**src/rtl/imem_boot_arbiter.sv**
```systemverilog
// ============================================================================
// Module      : imem_boot_arbiter
// Description : Instruction-memory controller. Boot-loads words from address 0,
//               then arbitrates core fetches against loader patch writes.
// Revision    : 1.0 - initial release
// ============================================================================
`default_nettype none

module imem_boot_arbiter #(
    parameter int DEPTH  = 64,
    parameter int AW     = 6,
    parameter int STARVE = 4
) (
    input  logic          clk,
    input  logic          rst_n,
    input  logic          i_ld_valid,
    output logic          o_ld_ready,
    input  logic [31:0]   i_ld_data,
    input  logic [AW-1:0] i_ld_addr,
    input  logic          i_ld_last,
    input  logic          i_fetch_req,
    input  logic [31:0]   i_fetch_addr,
    output logic          o_fetch_gnt,
    output logic          o_fetch_rvalid,
    output logic [31:0]   o_fetch_rdata,
    output logic          o_fetch_err,
    output logic          o_mem_en,
    output logic          o_mem_we,
    output logic [AW-1:0] o_mem_addr,
    output logic [31:0]   o_mem_wdata,
    input  logic [31:0]   i_mem_rdata,
    output logic          o_cpu_run,
    output logic [AW:0]   o_load_count
);

    localparam int            SW             = $clog2(STARVE + 1);
    localparam logic [SW-1:0] c_STARVE_MAX   = SW'(STARVE);
    localparam logic [AW:0]   c_LAST_IDX     = (AW + 1)'(DEPTH - 1);
    localparam logic [31:0]   c_ADDR_LIMIT   = 32'(DEPTH * 4);

    typedef enum logic [0:0] {
        S_LOAD = 1'b0,
        S_RUN  = 1'b1
    } state_t;

    state_t        r_state;
    state_t        w_state_nxt;
    logic [AW:0]   r_load_count;
    logic [SW-1:0] r_starve;
    logic          r_cpu_run;
    logic          r_rvalid;
    logic          r_err;
    logic          r_rd_ok;

    logic          w_ld_gnt;
    logic          w_ld_rdy;
    logic          w_f_gnt;
    logic          w_bad;
    logic [AW-1:0] w_word;
    logic          w_mem_en;
    logic          w_mem_we;
    logic [AW-1:0] w_mem_addr;

    assign w_bad  = (i_fetch_addr[1:0] != 2'b00) || (i_fetch_addr >= c_ADDR_LIMIT);
    assign w_word = i_fetch_addr[AW+1:2];

    always_comb begin
        w_state_nxt = r_state;
        w_ld_gnt    = 1'b0;
        w_ld_rdy    = 1'b0;
        w_f_gnt     = 1'b0;
        w_mem_en    = 1'b0;
        w_mem_we    = 1'b0;
        w_mem_addr  = '0;
        case (r_state)
            S_LOAD: begin
                w_ld_rdy = 1'b1;
                w_ld_gnt = i_ld_valid;
                if (i_ld_valid) begin
                    w_mem_en   = 1'b1;
                    w_mem_we   = 1'b1;
                    w_mem_addr = r_load_count[AW-1:0];
                    if (i_ld_last || (r_load_count == c_LAST_IDX)) begin
                        w_state_nxt = S_RUN;
                    end
                end
            end
            default: begin
                // Fetch wins unless the loader has waited out its starvation budget.
                w_ld_gnt = i_ld_valid && (!i_fetch_req || (r_starve == c_STARVE_MAX));
                w_f_gnt  = i_fetch_req && !w_ld_gnt;
                w_ld_rdy = w_ld_gnt;
                if (w_ld_gnt) begin
                    w_mem_en   = 1'b1;
                    w_mem_we   = 1'b1;
                    w_mem_addr = i_ld_addr;
                end else if (w_f_gnt && !w_bad) begin
                    w_mem_en   = 1'b1;
                    w_mem_addr = w_word;
                end
            end
        endcase
    end

    always_ff @(posedge clk or negedge rst_n) begin
        if (!rst_n) begin
            r_state      <= S_LOAD;
            r_load_count <= '0;
            r_starve     <= '0;
            r_cpu_run    <= 1'b0;
            r_rvalid     <= 1'b0;
            r_err        <= 1'b0;
            r_rd_ok      <= 1'b0;
        end else begin
            r_state   <= w_state_nxt;
            r_cpu_run <= (w_state_nxt == S_RUN);
            r_rvalid  <= w_f_gnt;
            r_err     <= w_f_gnt && w_bad;
            r_rd_ok   <= w_f_gnt && !w_bad;
            if ((r_state == S_LOAD) && w_ld_gnt) begin
                r_load_count <= r_load_count + 1'b1;
            end
            if (i_ld_valid && !w_ld_gnt) begin
                if (r_starve != c_STARVE_MAX) begin
                    r_starve <= r_starve + 1'b1;
                end
            end else begin
                r_starve <= '0;
            end
        end
    end

    // Memory read data arrives the cycle after the grant, aligned with r_rd_ok.
    assign o_fetch_rdata  = r_rd_ok ? i_mem_rdata : 32'h0;
    assign o_fetch_rvalid = r_rvalid;
    assign o_fetch_err    = r_err;
    assign o_cpu_run      = r_cpu_run;
    assign o_load_count   = r_load_count;
    assign o_ld_ready     = rst_n && w_ld_rdy;
    assign o_fetch_gnt    = rst_n && w_f_gnt;
    assign o_mem_en       = rst_n && w_mem_en;
    assign o_mem_we       = rst_n && w_mem_we;
    assign o_mem_addr     = w_mem_addr;
    assign o_mem_wdata    = i_ld_data;

endmodule

`default_nettype wire

```
**config.mk**
```make
export PLATFORM = sky130hd
export DESIGN_NAME = imem_boot_arbiter
export DESIGN_NICKNAME = d
export VERILOG_FILES = /design/src/rtl/imem_boot_arbiter.sv
export SDC_FILE = /design/constraint.sdc
export NUM_CORES = 1
export LEC_CHECK = 0
export BUFFER_PORTS_ARGS = -buffer_cell sky130_fd_sc_hd__buf_2
export CAP_MARGIN = 20
export CELL_PAD_IN_SITES_DETAIL_PLACEMENT = 2
export CELL_PAD_IN_SITES_GLOBAL_PLACEMENT = 2
export CORE_MARGIN = 4
export CORE_UTILIZATION = 13
export CTS_CLUSTER_SIZE = 12
export DETAILED_ROUTE_END_ITERATION = 16
export PLACE_DENSITY_LB_ADDON = 0.1
export SETUP_SLACK_MARGIN = 0.02
export SYNTH_ARGS = -nofsm -noshare
export SYNTH_HDL_FRONTEND = slang
export SYNTH_SLANG_ARGS = --single-unit
```
**constraint.sdc**
```tcl
create_clock -name clk -period 1.7 [get_ports clk]
set_clock_uncertainty 0.05 [all_clocks]
set_input_delay 0.255 -clock clk [delete_from_list [all_inputs] [get_ports clk]]
set_output_delay 0.255 -clock clk [all_outputs]
set_load 0.05 [all_outputs]
```
==> metrics.txt <==
Clock H-tree levels=1; Reg2Reg Depth=7; Post-synth EDFFs=0; design area=~2500 sq um; setup violators final=10; area leader, netlist=dfrtp_1; core area=9910 sq um; PortBufs=between 100 and 150; Ports=around 190; Final Hold Viols=0; post-synthesis average cell area=8.567 sq um; VDD IR max=just over 500 uV; Rel. slew slack=79.58%; worst skew pair latency=roughly 0.25 ns; DIE HEIGHT=about 110 um; outcome=finished with violations; Post-Syn Nets=between 200 and 300; Synth Flop Type=dfrtp_1; total track usage=under 10%; gr ovfl total=0; fin crit share=115.9%; CTS tree=built; initial DRC count=34; vias in the first global route=between 1500 and 2000; Clock Path Buffers=2; share of synthesized registers carrying an async set or reset=100.0%; reg2reg end=o_load_count[5]$_DFFE_PN0P_; Max FO, Critical Path=7; CP endpoint kind=primary output; reg-to-reg startpoint=o_cpu_run$_DFF_PN0_; Hold Path Stages=3; synth warn=0; Final ANT Viol Nets=0; fin worst setup slack=-0.2701 ns; Initial Util=approximately 14%; num rows=36; DR vias=1589; Mapped Area=1345 sq um; synth-to-layout area growth=84.65%; DRC=0; failing checks=negative setup slack; CP arrival=1.67 ns; Slew @ Worst Pin=between 0.3 and 0.4 ns; CP Launch Type=flop; post-DR wirelength/cell=about 14 um; initial antenna violation count=0; leakage=about 1.3 nW; die extent in x=roughly 110 um; drt pass-1 iters=3; Reg clk slew, reported paths=roughly 0.070 ns; filler instances=around 1200; RSZ-0062 raised after global routing=yes; vias per cell=approximately 3.8; P per Cell Area=approximately 520 nW/um^2; Final Max Slew Viols=0; Reg2Reg Setup Slack=0.07 ns; sequential area share after synthesis=around a quarter; Final Util=25.06%; HP Class=primary input to flop; flops & latches, synth=14; GPL Wtd Cong=approximately 0.65; Synth cell types=37; Critical Path RT=1.39 ns; kind of critical path=flop to primary output; global-route wire length before repair=~9000 um; Total Nets Final=~400; dominant cells by area after synthesis=dfrtp_1, buf_4, and2_1; drt total wl=between 5000 and 6000 um; die area=between 10000 and 15000 sq um; largest net degree at the start of global routing=33; Sink Count=14; Num CTS Buffers=3; placed cell area=about 2200 sq um; Synth Instances=about 160; hold_sp=i_ld_last; Clock Root Buffer=clkbuf_8; Period minus WS final=about 2 ns; Synth top area share=about a quarter; layout cell share with drive strength beyond 1=approximately 70%; FMAX=around 510 MHz; HPWL after DPL=slightly above 5000 um; WHS Endpoint=o_cpu_run$_DFF_PN0_; max cap viols=0; Antenna diodes=0
## flip-flops by register name, indices dropped and copies added, names as in the netlist
name,flops
o_cpu_run,1
o_fetch_err,1
o_fetch_rvalid,1
o_load_count,7
r_rd_ok,1
r_starve,3
## final cells by class
class                   count  area, sq um  share of cell area [%]
clock buffers               4        55.05                   2.217
flip-flops and latches     14        354.1                   14.26
repair buffers            157         1007                   40.55
multi-input cells          98        867.1                   34.91
well taps                 133        166.4                   6.700
inverters                   9        33.78                   1.360
## Yosys cell counts, drive strengths merged, types with 2 or more instances
library cell,count
a21boi,2
nand4,3
clkbuf,3
and3,4
o21ai,6
a31oi,2
nor2b,2
nor4,7
inv,9
nand2,10
xnor2,3
nor2,2
a22oi,5
nor3b,2
and2,33
dfrtp,14
ha,3
buf,33
a21oi,2
xor2,3
## what timing repair did
item                       4_1_cts  5_1_grt
hold endpoints to repair        14        0
pin swaps                       10        3
hold buffers                     1        0
setup buffers                    5        1
resized for setup               45        8
setup endpoints to repair       11       13
## worst max-delay path, stage by stage (launching register included)
cell and delay (ns):
dfrtp_1 0.36, inv_2 0.06, ha_4 0.17, a31oi_4 0.19, nand4b_4 0.13, buf_12 0.16, o211ai_4 0.15, buf_6 0.18
## cells in the final DEF, fill, tap and decap left out, drive strengths merged
cell type | Yosys | routed
a21boi | 2 | 2
a21oi | 2 | 2
a22oi | 5 | 5
a31o | 1 | 1
a31oi | 2 | 2
and2 | 33 | 33
and3 | 4 | 4
and4 | 1 | 1
buf | 33 | 156
clkbuf | 3 | 4
dfrtp | 14 | 14
dlygate4sd3 | 0 | 1
ha | 3 | 3
inv | 9 | 9
mux2 | 1 | 1
nand2 | 10 | 10
nand2b | 1 | 1
nand3 | 1 | 1
nand4 | 3 | 3
nand4b | 1 | 1
nor2 | 2 | 2
nor2b | 2 | 2
nor3b | 2 | 2
nor4 | 7 | 7
nor4b | 1 | 1
o211ai | 1 | 1
o21a | 1 | 1
o21ai | 6 | 6
xnor2 | 3 | 3
xor2 | 3 | 3
## report_power, final
group | switching [mW] | internal (mW) | total (mW) | leakage [nW]
logic | 0.298 | 0.210 | 0.508 | 1.13
clock network | 0.137 | 0.205 | 0.342 | 0.0288
registers | 0.0626 | 0.370 | 0.433 | 0.180
## metal layers
metal  share of wire (%)  up-vias  track usage, %
met3                  14       14           4.345
met4                 1.6        0           3.740
met5                   0        -               0
li1                    -      742               -
met2                  44      114           14.69
met1                  40      719           11.27
## stage by stage
| step | TNS (ns) | total power, mW | instances | setup WS, ns | hold slack (ns) |
|---|---|---|---|---|---|
| floorplan | -0.6581 | 0.8826 | 157 | -0.1326 | -0.09059 |
| global placement | -2.203 | 0.8944 | 405 | -0.3371 | 0.02513 |
| detailed placement | -2.351 | 0.9009 | 405 | -0.3553 | 0.02465 |
| CTS | -2.282 | 1.302 | 415 | -0.2922 | 0.2038 |
| global route | -2.891 | 1.359 | 415 | -0.3593 | 0.2593 |
| finish | -2.052 | 1.282 | 415 | -0.2701 | 0.2015 |
## cell families (layout without fill, tap and decap cells)
kind of cell,Yosys count,after routing,share of synthesized area [%]
adder cells (fa/ha/maj),3,3,2.791
AO/OA/AOI/OAI,20,20,11.07
flip-flops,14,14,26.05
AND/OR/NAND/NOR,68,68,33.30
XOR/XNOR,6,6,3.908
buffers and inverters,45,170,22.05
multiplexers,1,1,0.8371
## how the worst max path moves through the flow
stage,endpoint,cells after the start,from,slack [ns]
global route,o_mem_addr[2],7,r_starve[0]$_DFFE_PN0P_,-0.36
detailed placement,o_mem_addr[2],6,i_fetch_addr[1],-0.36
finish,o_mem_addr[2],7,r_starve[0]$_DFFE_PN0P_,-0.27
CTS,o_mem_addr[2],7,r_starve[1]$_DFFE_PN0P_,-0.29
floorplan,o_mem_addr[2],4,o_cpu_run$_DFF_PN0_,-0.13
global placement,o_mem_addr[2],6,i_fetch_addr[0],-0.34
(Power assumes the default switching activity.)
